===== src/rtl/simple_pkg.sv =====
// Shared definitions for the serial transmitter and its companion sequence FSM:
// state encoding, default word/gap sizes and a small elaboration helper.
package simple_pkg;

    typedef logic [1:0] state_t;

    localparam state_t IDLE = 2'b00;
    localparam state_t SEND = 2'b01;
    localparam state_t GAP  = 2'b10;

    localparam int WIDTH_DEF      = 8;
    localparam int GAP_CYCLES_DEF = 2;

    function automatic int max_int(input int a, input int b);
        return (a > b) ? a : b;
    endfunction

endpackage


===== src/rtl/simple_tx.sv =====
// Serial transmitter: accepts a parallel word over valid/ready, shifts it out LSB-first
// one bit per clock, then holds the line low for a guard gap before accepting again.
module simple_tx
    import simple_pkg::*;
#(
    parameter int WIDTH      = WIDTH_DEF,
    parameter int GAP_CYCLES = GAP_CYCLES_DEF
) (
    input  logic             clk,
    input  logic             reset_n,
    input  logic [WIDTH-1:0] data_in,
    input  logic             data_valid,
    output logic             data_ready,
    output logic             tx_bit,
    output logic             tx_active,
    output logic [1:0]       state,
    output logic             done
);

    localparam int CNT_W = $clog2(max_int(WIDTH, GAP_CYCLES) + 1);
    localparam logic [CNT_W-1:0] LAST_BIT = CNT_W'(WIDTH - 1);
    localparam logic [CNT_W-1:0] LAST_GAP = CNT_W'(GAP_CYCLES - 1);

    state_t             state_q, state_d;
    logic [WIDTH-1:0]   shreg_q, shreg_d;
    logic [CNT_W-1:0]   bit_cnt_q, bit_cnt_d;
    logic [CNT_W-1:0]   gap_cnt_q, gap_cnt_d;
    logic [CNT_W-1:0]   gap_nxt;
    logic               tx_bit_q, tx_bit_d;
    logic               tx_active_q, tx_active_d;
    logic               done_q, done_d;
    logic               accept;

    assign data_ready = (state_q == IDLE);
    assign accept     = data_valid & data_ready;
    assign gap_nxt    = gap_cnt_q + CNT_W'(1);

    always_comb begin
        state_d     = state_q;
        shreg_d     = shreg_q;
        bit_cnt_d   = bit_cnt_q;
        gap_cnt_d   = gap_cnt_q;
        tx_bit_d    = 1'b0;
        tx_active_d = 1'b0;
        done_d      = 1'b0;
        case (state_q)
            IDLE: begin
                if (accept) begin
                    shreg_d     = data_in;
                    tx_bit_d    = data_in[0];
                    bit_cnt_d   = '0;
                    tx_active_d = 1'b1;
                    state_d     = SEND;
                end
            end
            SEND: begin
                if (bit_cnt_q == LAST_BIT) begin
                    state_d   = GAP;
                    gap_cnt_d = '0;
                    done_d    = (LAST_GAP == '0);
                end else begin
                    // tx_bit holds shreg[0]; the register shifts so the next bit lands there
                    shreg_d     = shreg_q >> 1;
                    tx_bit_d    = shreg_d[0];
                    bit_cnt_d   = bit_cnt_q + CNT_W'(1);
                    tx_active_d = 1'b1;
                end
            end
            GAP: begin
                if (gap_cnt_q == LAST_GAP) begin
                    state_d = IDLE;
                end else begin
                    gap_cnt_d = gap_nxt;
                    done_d    = (gap_nxt == LAST_GAP);
                end
            end
            default: state_d = IDLE;
        endcase
    end

    always_ff @(posedge clk or negedge reset_n) begin
        if (!reset_n) begin
            state_q     <= IDLE;
            shreg_q     <= '0;
            bit_cnt_q   <= '0;
            gap_cnt_q   <= '0;
            tx_bit_q    <= 1'b0;
            tx_active_q <= 1'b0;
            done_q      <= 1'b0;
        end else begin
            state_q     <= state_d;
            shreg_q     <= shreg_d;
            bit_cnt_q   <= bit_cnt_d;
            gap_cnt_q   <= gap_cnt_d;
            tx_bit_q    <= tx_bit_d;
            tx_active_q <= tx_active_d;
            done_q      <= done_d;
        end
    end

    assign state     = state_q;
    assign tx_bit    = tx_bit_q;
    assign tx_active = tx_active_q;
    assign done      = done_q;

endmodule


===== config.mk =====
export PLATFORM = sky130hd
export DESIGN_NAME = simple_tx
export DESIGN_NICKNAME = d
export VERILOG_FILES = /design/src/rtl/simple_pkg.sv /design/src/rtl/simple_tx.sv
export SDC_FILE = /design/constraint.sdc
export NUM_CORES = 1
export LEC_CHECK = 0
export CAP_MARGIN = 5
export CORE_MARGIN = 2
export CORE_UTILIZATION = 51
export DETAILED_ROUTE_END_ITERATION = 16
export PLACE_DENSITY = 0.77
export SETUP_SLACK_MARGIN = 0.02
export SYNTH_ARGS = -nofsm -noshare
export SYNTH_HDL_FRONTEND = slang
export SYNTH_SLANG_ARGS = --single-unit

===== constraint.sdc =====
create_clock -name clk -period 2 [get_ports clk]
set_input_delay 0.2 -clock clk [delete_from_list [all_inputs] [get_ports clk]]
set_output_delay 0.2 -clock clk [all_outputs]
set_load 0.05 [all_outputs]

# [Yosys cells after proc, flatten, opt, wreduce, memory -nomap -nowiden]
# Cells that the tools add are included.
[classes] add_sub_neg=2 eq_ne=10 mux=21 bitwise=1 n_reduce_logical=6
[ops] cell="$mux 4" n=4
[ops] cell="$mux 8" n=2
[ops] cell="$pmux 4 s2" n=2
[ops] cell="$pmux 8 s2" n=1
[ops] cell="$reduce_and 3->1" n=3
[ops] cell="$add 4x1->4 const B" n=2
[ops] cell="$eq 4x1->1 const B" n=2
[ops] cell="$ne 2x2->1 const B" n=4
[ops] cell="$mux 1" n=6
[ops] cell="$mux 2" n=3
[ops] cell="$pmux 2 s3" n=1
[ops] cell="$eq 4x3->1 const B" n=1
[ops] cell="$pmux 1 s2" n=2
[ops] cell="$reduce_bool 2->1" n=2
[ops] cell="$eq 2x1->1 const B" n=1
[ops] cell="$eq 2x2->1 const B" n=1
[ops] cell="$logic_not 2->1" n=1
[ops] cell="$ne 2x1->1 const B" n=1
[ops] cell="$and 1x1->1" n=1
[totals] register_bits=21 output_inout_bits=6

# [Longest topological paths before layout]
# Gate-level depths: netlist (run 1).
[depth] ltp_word=4 mapped_depth=5

# [Worst setup path before layout (run 1)]
# OpenSTA, ideal clock, no wires.
[synth_timing] path_kind="reg-to-reg" start="reg state_q[0] (netlist: state[0])" end="reg shreg_q[2]" setup_time_ns=0.125 arrival_ns=1.746 t_required_ns=1.875 slack_ns=0.130 path_stages_with_launch=6 n_path_buf=2 cell_sequence="dfrtp_1 buf_6 nor2b_2 clkbuf_8 mux2_2 mux2_2"
[synth_between] elab_chain_cells=4 elab_cells_between_ends=8 cone_classes="eq/ne (3); mux (1); bitwise (1); reduce/logical (3)"
[synth_rtl] element="start, declared" line="simple_tx.sv:24" rtl="state_t state_q, state_d;"
[synth_rtl] element="start signal, assigned" line="simple_tx.sv:91" rtl="state_q <= state_d;"
[synth_rtl] element="$logic_not 2->1" line="simple_tx.sv:34, simple_tx.sv:46"
[synth_rtl] element="$and 1x1->1" line="simple_tx.sv:35" rtl="assign accept = data_valid & data_ready;"
[synth_rtl] element="$ne 2x1->1 (no source line)"
[synth_rtl] element="$reduce_and 3->1 (no source line)"
[synth_rtl] element="end signal, assigned" line="simple_tx.sv:92" rtl="shreg_q <= shreg_d;"
[synth_rtl] element="end, declared" line="simple_tx.sv:25" rtl="logic [WIDTH-1:0] shreg_q, shreg_d;"
# Several ways; a longest one is shown, not always the timed one.
# A chain may end at the register's enable or synchronous reset.

# [Worst setup path after layout (run 1)]
[layout_timing] start="reg state_q[1] (netlist: state[1])" end="out data_ready"
[layout_between] elab_chain_cells=1
[layout_rtl] element="$logic_not 2->1" line="simple_tx.sv:34" rtl="assign data_ready = (state_q == IDLE);"
[layout_rtl] element="end, declared" line="simple_tx.sv:13" rtl="output logic data_ready,"
# Every way passes these cells.

==> run summary, run 1 <==
Core area: 1900 sq um
IO Count: 17
Share of cells above drive strength 1: 0.230
Crit end category: output pin
Hold violation total from the final report: 0
Pin count of the biggest net entering global routing: 21
Synth area leaders: dfrtp_1 50%, mux2_2 15%, ha_1 5.0%, mux2i_1 3.0%, nor3b_1 2.2%
Total Routing Usage GR: 0.152
Warnings from Yosys: 0
RSZ-0062 raised after global routing: no
Data arrival, critical path: 1.71 ns
Area after DPL: 1200 sq um
Fmax: 524 MHz
Worst hold path type: primary input to async pin
CP max stage delay: 0.80 ns
Rel. slew slack: 0.661
Crit Path Category: flip-flop to output pin
DRT Wirelength: 1.62 mm
CTS buffer count: 3
Max-slew violations: 0
GR peak layer: met2
ANT nets after route: 0
CTS Hold Bufs: 0
Syn Std Cell Area: 1010 sq um
Final Setup Violations: 0
Tcrit/Tclk final: 0.954
Yosys top cell by area: dfrtp_1
Post-CTS Resized: 0
First-pass GRT wire length: 2.77 mm
HPWL after detailed placement: 1.22 mm
Root buffer cell: clkbuf_4
DP Cell Count: 124
Leakage Power: 0.570 nW
Grt ovf: 0
Adder-cell share of the synthesized area: 0.0497
Clk sinks: 20
Final std cells w/o fill: 127
Worst Path Max Fanout: 8
Cell type group with the largest total delay on the critical path: buffers and inverters
Status: finished clean
Number of port buffers: 16
Synth unique cells: 29
WP data required: 1.80 ns
CP max stage cell: clkdlybuf4s50_1
Met1 usage: 0.182
CTS tree: built
Post-Syn Nets: 95
Post-route DRC: 0
Main synth FF type: dfrtp_1
Setup TNS: 0 ns
Most instantiated library cell after synthesis: dfrtp_1
Max Cap Violations: 0
RePlAce Congestion: 0.765
Clock period minus worst slack: 1.91 ns
Synth Instances: 80
Synth cell count leaders: 20 x dfrtp_1, 13 x mux2_2, 5 x inv_1
Worst-Margin Slew: 0.507 ns
Post-layout util: 0.642
Site Rows: 16
Initial Util: 0.530
Wire per inst: 12.8 microns
Flops & latches, synth: 20
Crit path cell chain: nor2_1 > clkdlybuf4s50_1
Vias in the first global route: 655
Area grow syn2layout: 21.2%
Element type at the critical path start: flip-flop
Syn avg cell area: 12.6 sq um
DR vias/cell: 5.21
Worst Path Buf+Inv: 1
P per Cell Area: 1310 nW/um^2
Clock Latency Late Sink: 0.29 ns
VDD IR max: 733 uV
CTS clock-pin slew for the worst setup and hold paths: 0.10 ns
Xor/xnor share of the synthesized area: 0.0174
Setup Fix Bufs, Post-CTS: 0
Register area share after synthesis: 0.497
Drt initial violations: 6
Compound-Gate Fraction of Synth Area: 0.0882
Post-synth EDFFs: 0
Nets: 117
Antenna diode count: 0
DIE WIDTH: 48.4 microns
Longest Clk Path Bufs: 2
CTS HTree Levels: 1
Drt pass-1 iters: 2
Post-synth ARST share: 1.00
Die area: 2350 sq um
Clock skew: 0.00811 ns
Antenna violations before repair: 0
Post-synthesis mux area share: 0.175
Finished Cell Area: 1220 sq um
Top cell type's share of synthesized area: 0.497
Met2 Use GR: 0.262
Pwr Total: 1.60 mW
Largest family of logic cells by synthesized area: multiplexers
Routed vias: 662
Simple-gate share of the synthesized area: 0.129
Die Y: 48.4 microns
GR Util met3: 0.0401
logic make-up after synthesis:
kind of cell	after synthesis
AO/OA/AOI/OAI	10
buffers and inverters	7
XOR/XNOR	2
flip-flops	20
adder cells (fa/ha/maj)	4
AND/OR/NAND/NOR	21
multiplexers	16
state kept, by name (all words and copies together), names as in the netlist:
register   count
done           1
bit_cnt_q      4
tx_active      1
gap_cnt_q      4
tx_bit         1
state          2
shreg_q        7
worst register-to-register path, cell delays in order (launching register included):
cell and delay [ns]:
dfrtp_1 0.42, ha_1 0.23, and3b_4 0.21, a211oi_4 0.22
buf_4 0.21, mux2_2 0.34
per-layer routing:
metal	vias to the layer above	routed length, microns
met3	2	59
met5	-	0
met1	323	725
li1	326	-
met4	0	15
met2	11	820
placed cells by master, fill, tap and decap left out, types with 2 or more instances in the layout:
cell type / n
clkdlybuf4s50_1: 16
nor3b_1: 3
clkbuf_4: 3
buf_4: 3
ha_1: 4
mux2i_1: 3
inv_1: 5
nand3_1: 3
a21oi_1: 2
mux2_2: 13
nor2_1: 3
nand2_1: 4
a22o_1: 2
dfrtp_1: 20
path summary, 6_finish.rpt:
kind / end / start / cells past startpoint / slack, ns
worst max register to register: shreg_q[3] / bit_cnt_q[0] / 5 / 0.25
max in group asynchronous: gap_cnt_q[3] / reset_n / 2 / 1.55
worst max-delay path: data_ready / state[1] / 2 / 0.09
min in group clk: shreg_q[7] / data_in[7] / 3 / 0.48
worst min-delay path: shreg_q[7] / reset_n / 2 / 0.24
worst min register to register: bit_cnt_q[3] / bit_cnt_q[3] / 1 / 0.50
power breakdown:
group          switching (mW)  leakage [nW]  total (mW)  internal, mW
Combinational           0.371         0.302       0.769         0.397
Sequential              0.111         0.254       0.657         0.546
Clock                   0.107        0.0138       0.177        0.0698
Total                   0.590         0.570        1.60          1.01
through the flow:
| step | setup WS [ns] | hold slack [ns] |
|---|---|---|
| 6_report | 0.0926 | 0.240 |
| 4_1_cts | 0.0782 | 0.244 |
| 3_3_place_gp | 0.302 | 0.472 |
| 5_1_grt | 0.0215 | 0.253 |
| 3_5_place_dp | 0.267 | 0.484 |
| 2_1_floorplan | 0.130 | -0.0956 |
final cells by class:
| type | instances | area (sq um) |
|---|---|---|
| clock buffers | 3 | 22.5 |
| fillers | 158 | 681 |
| inverters | 5 | 18.8 |
| multi-input cells | 53 | 463 |
| flip-flops and latches | 20 | 500 |
| well taps | 27 | 33.8 |
| repair buffers | 19 | 183 |
Power figures use the tool's default switching activity.
==> run 2, diff against run 1 <==
--- a/config.mk
+++ b/config.mk
@@ -11,6 +11,7 @@
 export DETAILED_ROUTE_END_ITERATION = 16
 export PLACE_DENSITY = 0.77
 export SETUP_SLACK_MARGIN = 0.02
+export SKIP_LAST_GASP = 1
 export SYNTH_ARGS = -nofsm -noshare
 export SYNTH_HDL_FRONTEND = slang
 export SYNTH_SLANG_ARGS = --single-unit
==> results of run 2 <==
No change in the layout: final DEF, timing and power equal those of run 1.
